File: config.mk
export PLATFORM = sky130hd
export DESIGN_NAME = fetch_decode_stage
export DESIGN_NICKNAME = d
export VERILOG_FILES = /design/src/rtl/fetch_decode_stage.sv
export SDC_FILE = /design/constraint.sdc
export NUM_CORES = 1
export LEC_CHECK = 0
export ABC_AREA = 1
export ABC_CLOCK_PERIOD_IN_PS = 1900
export BUFFER_PORTS_ARGS = -buffer_cell sky130_fd_sc_hd__buf_4
export CORE_MARGIN = 3
export CORE_UTILIZATION = 51
export CTS_CLUSTER_SIZE = 40
export DETAILED_ROUTE_END_ITERATION = 12
export PLACE_DENSITY = 0.81
export SLEW_MARGIN = 0
export SYNTH_ARGS = -nofsm -noshare
export SYNTH_HDL_FRONTEND = slang
export SYNTH_SLANG_ARGS = --single-unit
File: constraint.sdc
create_clock -name clk -period 1.9 [get_ports clk]
set_input_delay 0.095 -clock clk [delete_from_list [all_inputs] [get_ports clk]]
set_output_delay 0.095 -clock clk [all_outputs]
set_load 0.005 [all_outputs]
File: src/rtl/fetch_decode_stage.sv
// rtl/fetch_decode_stage.sv - instruction fetch and pre-decode stage of the ARM-subset core
//
// Purpose:
//   Holds the PC, issues req/ack reads to instruction memory and registers the
//   fetched word. Presents offset (instr[23:0]) and imm_src (instr[27:26]) for
//   the immediate extender, plus pc_plus8 for the branch-target adder.
//   Redirected by branch_taken from execute.
//
// Optional feature macro: FETCH_TIMEOUT_EN
//   Defined   : a REQ cycle counter raises the sticky fetch_fault after
//               TIMEOUT_CYCLES REQ cycles without ack; FAULT is left only by reset.
//   Undefined : no counter, no FAULT state, fetch_fault tied to 0.
//
// Parameters:
//   PC_WIDTH        PC / address width
//   RESET_PC        PC loaded on reset (bits [1:0] must be 0)
//   TIMEOUT_CYCLES  REQ cycles without ack before fault (FETCH_TIMEOUT_EN only)
//
// Ports:
//   clk            in   1         rising-edge clock
//   rst_n          in   1         asynchronous active-low reset
//   imem_req       out  1         fetch request, held until imem_ack or redirect
//   imem_addr      out  PC_WIDTH  fetch address (= pc)
//   imem_ack       in   1         read data valid this cycle
//   imem_rdata     in   32        instruction word, sampled only with imem_ack
//   stall          in   1         decode cannot accept; hold instr
//   branch_taken   in   1         redirect request, single-cycle pulse
//   branch_target  in   PC_WIDTH  redirect address; bits [1:0] forced to 0
//   instr          out  32        registered instruction
//   instr_valid    out  1         instr holds an unconsumed instruction
//   pc_plus8       out  PC_WIDTH  address of instr + 8 (wrapping)
//   offset         out  24        instr[23:0]
//   imm_src        out  2         instr[27:26]
//   fetch_fault    out  1         sticky timeout flag

module fetch_decode_stage #(
    parameter int unsigned           PC_WIDTH       = 32,
    parameter logic [PC_WIDTH-1:0]   RESET_PC       = '0,
    parameter int unsigned           TIMEOUT_CYCLES = 16
) (
    input  logic                clk,
    input  logic                rst_n,
    output logic                imem_req,
    output logic [PC_WIDTH-1:0] imem_addr,
    input  logic                imem_ack,
    input  logic [31:0]         imem_rdata,
    input  logic                stall,
    input  logic                branch_taken,
    input  logic [PC_WIDTH-1:0] branch_target,
    output logic [31:0]         instr,
    output logic                instr_valid,
    output logic [PC_WIDTH-1:0] pc_plus8,
    output logic [23:0]         offset,
    output logic [1:0]          imm_src,
    output logic                fetch_fault
);

    localparam logic [PC_WIDTH-1:0] ALIGN_MASK = ~PC_WIDTH'(3);
    localparam logic [PC_WIDTH-1:0] PC_STEP    = PC_WIDTH'(4);
    localparam logic [PC_WIDTH-1:0] PC_AHEAD   = PC_WIDTH'(8);

    // Reject configurations that cannot work at elaboration time.
    if (TIMEOUT_CYCLES == 0 || RESET_PC[1:0] != 2'b00) begin : g_bad_config
        $error("fetch_decode_stage: TIMEOUT_CYCLES must be > 0 and RESET_PC word aligned");
    end

    typedef enum logic [1:0] {
        S_IDLE  = 2'd0,
        S_REQ   = 2'd1,
`ifdef FETCH_TIMEOUT_EN
        S_HOLD  = 2'd2,
        S_FAULT = 2'd3
`else
        S_HOLD  = 2'd2
`endif
    } state_t;

    state_t              state;
    state_t              state_next;
    logic [PC_WIDTH-1:0] pc;
    logic [PC_WIDTH-1:0] pc_next;
    logic [31:0]         instr_next;
    logic                instr_valid_next;
    logic [PC_WIDTH-1:0] pc_plus8_next;
    // Set for the single cycle after a redirect: state is already REQ but the
    // request is held low so the address never changes under a live request.
    logic                redirect;
    logic                redirect_next;
    logic                in_fault;

`ifdef FETCH_TIMEOUT_EN
    localparam int unsigned CNT_W = $clog2(TIMEOUT_CYCLES + 1);
    localparam logic [CNT_W-1:0] CNT_LAST = CNT_W'(TIMEOUT_CYCLES - 1);

    logic [CNT_W-1:0] timeout_cnt;
    logic [CNT_W-1:0] timeout_cnt_next;
    logic             fault_next;

    assign in_fault = (state == S_FAULT);
`else
    assign in_fault = 1'b0;
`endif

    assign imem_req  = (state == S_REQ) && !redirect;
    assign imem_addr = pc;
    assign offset    = instr[23:0];
    assign imm_src   = instr[27:26];

    always_comb begin
        state_next       = state;
        pc_next          = pc;
        instr_next       = instr;
        instr_valid_next = instr_valid;
        pc_plus8_next    = pc_plus8;
        redirect_next    = 1'b0;
`ifdef FETCH_TIMEOUT_EN
        timeout_cnt_next = timeout_cnt;
        fault_next       = fetch_fault;
`endif

        if (branch_taken && !in_fault) begin
            // Redirect wins over ack and stall; a same-cycle ack is dropped.
            pc_next          = branch_target & ALIGN_MASK;
            instr_valid_next = 1'b0;
            redirect_next    = 1'b1;
            state_next       = S_REQ;
`ifdef FETCH_TIMEOUT_EN
            timeout_cnt_next = '0;
`endif
        end else begin
            case (state)
                S_IDLE: begin
                    state_next = S_REQ;
`ifdef FETCH_TIMEOUT_EN
                    timeout_cnt_next = '0;
`endif
                end

                S_REQ: begin
                    if (redirect) begin
                        // Request gap after a redirect: nothing is outstanding.
                    end else if (imem_ack) begin
`ifdef FETCH_TIMEOUT_EN
                        timeout_cnt_next = '0;
`endif
                        // A held, unconsumed instr blocks capture; memory will
                        // re-deliver this address after the stall.
                        if (!stall || !instr_valid) begin
                            instr_next       = imem_rdata;
                            instr_valid_next = 1'b1;
                            pc_plus8_next    = pc + PC_AHEAD;
                            pc_next          = pc + PC_STEP;
                        end
                        if (stall) begin
                            state_next = S_HOLD;
                        end
                    end else begin
                        if (!stall) begin
                            instr_valid_next = 1'b0;
                        end
`ifdef FETCH_TIMEOUT_EN
                        if (timeout_cnt == CNT_LAST) begin
                            fault_next       = 1'b1;
                            instr_valid_next = 1'b0;
                            state_next       = S_FAULT;
                        end else begin
                            timeout_cnt_next = timeout_cnt + CNT_W'(1);
                        end
`endif
                    end
                end

                S_HOLD: begin
                    // Decode takes instr in the releasing cycle.
                    if (!stall) begin
                        instr_valid_next = 1'b0;
                        state_next       = S_REQ;
`ifdef FETCH_TIMEOUT_EN
                        timeout_cnt_next = '0;
`endif
                    end
                end

`ifdef FETCH_TIMEOUT_EN
                S_FAULT: begin
                    instr_valid_next = 1'b0;
                end
`endif

                default: begin
                    state_next = S_IDLE;
                end
            endcase
        end
    end

    always_ff @(posedge clk or negedge rst_n) begin
        if (!rst_n) begin
            state       <= S_IDLE;
            pc          <= RESET_PC;
            instr       <= '0;
            instr_valid <= 1'b0;
            pc_plus8    <= '0;
            redirect    <= 1'b0;
        end else begin
            state       <= state_next;
            pc          <= pc_next;
            instr       <= instr_next;
            instr_valid <= instr_valid_next;
            pc_plus8    <= pc_plus8_next;
            redirect    <= redirect_next;
        end
    end

`ifdef FETCH_TIMEOUT_EN
    always_ff @(posedge clk or negedge rst_n) begin
        if (!rst_n) begin
            timeout_cnt <= '0;
            fetch_fault <= 1'b0;
        end else begin
            timeout_cnt <= timeout_cnt_next;
            fetch_fault <= fault_next;
        end
    end
`else
    assign fetch_fault = 1'b0;
`endif

endmodule

==> flow_metrics.env <==
export IMPL_drc=0
export IMPL_grt_pass1_wl_um=27900
export IMPL_die_area_mm2=0.0122
export IMPL_yosys_top_cells_area="dfrtp_1, nand2_1, nor2_1"
export IMPL_ys_flop_type="dfrtp_1"
export IMPL_cts_sinks=96
export IMPL_hold_viol=0
export IMPL_crit_required_ns=2.17
export IMPL_cp_max_fo=8
export IMPL_tritoncts="built"
export IMPL_die_w_um=110
export IMPL_yosysTopAreaCell="dfrtp_1"
export IMPL_synth_edff_count=0
export IMPL_hold_class="input pin to register"
export IMPL_path_clk_slew_ns=0.11
export IMPL_setup_tns_ns=0
export IMPL_seq_area_frac_synth_pct=43.1
export IMPL_initial_core_util_pct=53.2
export IMPL_critPathCaptureType="register"
export IMPL_synth_top_family_by_area="simple AND/OR/NAND/NOR gates"
export IMPL_critPathMaxStageDelay_ns=0.59
export IMPL_ant_nets=0
export IMPL_synth_simple_gate_area_share_pct=38.0
export IMPL_diodes=0
export IMPL_synth_xor_xnor_area_share_pct=2.04
export IMPL_whs_ns=0.00633
export IMPL_grt_overflow=0
export IMPL_rows=37
export IMPL_fin_skew_ns=0.0197
export IMPL_clock_tree_buffer_depth=2
export IMPL_synth_compound_area_share_pct=5.89
export IMPL_synth_most_common_cell="nand2_1"
export IMPL_finalCritPeriodShare_pct=92.2
export IMPL_clock_fmax_mhz=571
export IMPL_power_leakage_uw=0.00388
export IMPL_synthTopCellsByCount="nand2_1, dfrtp_1, nor2_1"
export IMPL_synth_top_area_share_pct=43.1
export IMPL_period_minus_slack_ns=1.75
export IMPL_async_reset_ff_share_pct=100
export IMPL_total_power_uw=7760
export IMPL_crit_path_top_delay_cell="dfrtp_1"
export IMPL_finalSetupViolCount=0
export IMPL_status="complete, no violations"
export IMPL_fin_nets=1052
export IMPL_maxSlewViolCount=0
export IMPL_drv_cap=0
export IMPL_cp_common_cell="nand2_1"
export IMPL_ctsRootBufferMaster="clkbuf_8"
export IMPL_drive_above_1_share_pct=25.7
export IMPL_rsz0062_at_grt="no"
export IMPL_gp_congestion=0.940
export IMPL_synthMuxAreaShare_pct=0.180
export IMPL_insertion_delay_ns=0.37
export IMPL_crit_chain="nand3_1, nor2_4, nand2_2, inv_2, nand2_1, nand2_1, nand2_1, nand2_1, nand2_1"
export IMPL_powerDensity_mw_per_mm2=1030
export IMPL_grt_antenna_before_repair=0
export IMPL_cp_start_kind="register"
export IMPL_synthAdderAreaFrac_pct=0.449
export IMPL_path_delay_family="simple AND/OR/NAND/NOR gates"
export IMPL_netlist_area_mm2=0.00557
export IMPL_area_growth_synth_to_final_pct=35.0
export IMPL_grt_max_degree=59
export IMPL_drt_wl_total_um=17300
export IMPL_irDropWorstVdd_v=0.000570
export IMPL_crit_buf_inv=1
export IMPL_via_count=5784
export IMPL_ios=194
export IMPL_syn_area_per_cell_um2=7.08
export IMPL_worstPathArrival_ns=2.02
export IMPL_final_core_util_pct=71.8
export IMPL_path_class="register to register"
export IMPL_synth_seq_cells=96
export IMPL_ys_types=33
export IMPL_htreeDepth=3
export IMPL_post_drt_wl_per_cell_um=15.4
export IMPL_netlist_instances=786
export IMPL_ys_warn_count=0
export IMPL_core_mm2=0.0105
export IMPL_grt_use_total_pct=27.7
export IMPL_vias_per_cell=5.16
export IMPL_numCtsBuffers=9
export IMPL_dp_hpwl_um=11800
export IMPL_die_h_um=110
export IMPL_port_buffers=186
export IMPL_first_iter_violations=426
export IMPL_grt_pass1_vias=5541
export IMPL_drt_pass1_iterations=5
registers in the layout, summed over array words and instances, names as in the netlist:
name and flops:
state 2, redirect 1, pc_plus8 30, imem_addr 30
instr_valid 1, instr 32
tightest hold or removal path: cells and delay by family:
family,cells,cell delay (ns)
compound gates,2,0.18
buf+inv,1,0.08
logic make-up after synthesis:
logic type | after synthesis
xor gates and xnor gates | 13
DFF | 96
buffers and inverters | 111
and+or+nand+nor | 504
other | 1
AOI/OAI and AO/OA | 58
adders and majority gates | 2
muxes | 1
final timing paths:
path | start | endpoint | slack, ns | depth (start not counted)
worst max-delay path | imem_addr[5]$_DFFE_PN0P_ | pc_plus8[26]$_DFFE_PN0P_ | 0.15 | 9
worst min register to register | instr[31]$_DFFE_PN0P_ | instr[31]$_DFFE_PN0P_ | 0.49 | 2
max in group asynchronous | rst_n | instr[30]$_DFFE_PN0P_ | 1.06 | 3
min in group asynchronous | rst_n | imem_addr[30]$_DFFE_PN0P_ | 0.21 | 2
worst min-delay path | branch_target[8] | imem_addr[8]$_DFFE_PN0P_ | 0.006 | 3
worst max register to register | imem_addr[5]$_DFFE_PN0P_ | pc_plus8[26]$_DFFE_PN0P_ | 0.15 | 9
metrics by stage:
| step | cell area (um^2) | std cells | setup slack, ns |
|---|---|---|---|
| after floorplan | 5580 | 790 | 0.371 |
| after global placement | 6910 | 1066 | 0.242 |
| after global routing | 7520 | 1122 | 0.00733 |
| after detailed placement | 6910 | 1066 | 0.153 |
| after CTS | 7490 | 1120 | 0.119 |
| final | 7520 | 1122 | 0.147 |
placed cells by master, fill, tap and decap left out, drive strengths merged:
cell	n
xnor2	3
o22ai	2
o31ai	3
nand2	333
xor2	10
clkinvlp	1
o211ai	4
nor2	106
conb	5
nand3	58
clkbuf	10
dlygate4sd3	38
a31oi	7
nor3	2
inv	57
clkinv	2
ha	2
nand4	3
nand3b	2
o21ai	34
o31a	1
buf	199
mux2i	1
dfrtp	96
a21oi	7
power by group:
group | leakage [uW] | internal, uW | switching (uW)
combinational | 0.00261 | 1680 | 1410
sequential | 0.00118 | 2710 | 608
clock | 0.0000973 | 543 | 804
what timing repair did:
item / CTS / global route
resized for setup: 0 / 5
hold endpoints to repair: 66 / 0
setup buffers: 0 / 2
setup endpoints to repair: 0 / 4
hold buffers: 38 / 0
metal layers:
layer / routed length (um) / vias to the layer above / GRT usage, %
met5: 0 / - / 0
met4: 624 / 0 / 10.8
met3: 1500 / 51 / 6.30
met2: 8000 / 302 / 44.5
met1: 7180 / 2627 / 36.4
li1: - / 2804 / -
final cells by class:
cell class	count	area (um^2)
clock buffer	10	138
tap	136	170
fill	854	2950
timing repair buffer	237	1920
multi-input combinational	583	2620
inverter	54	205
clock inverter	6	56.3
sequential	96	2400
Power figures use the tool's default switching activity.
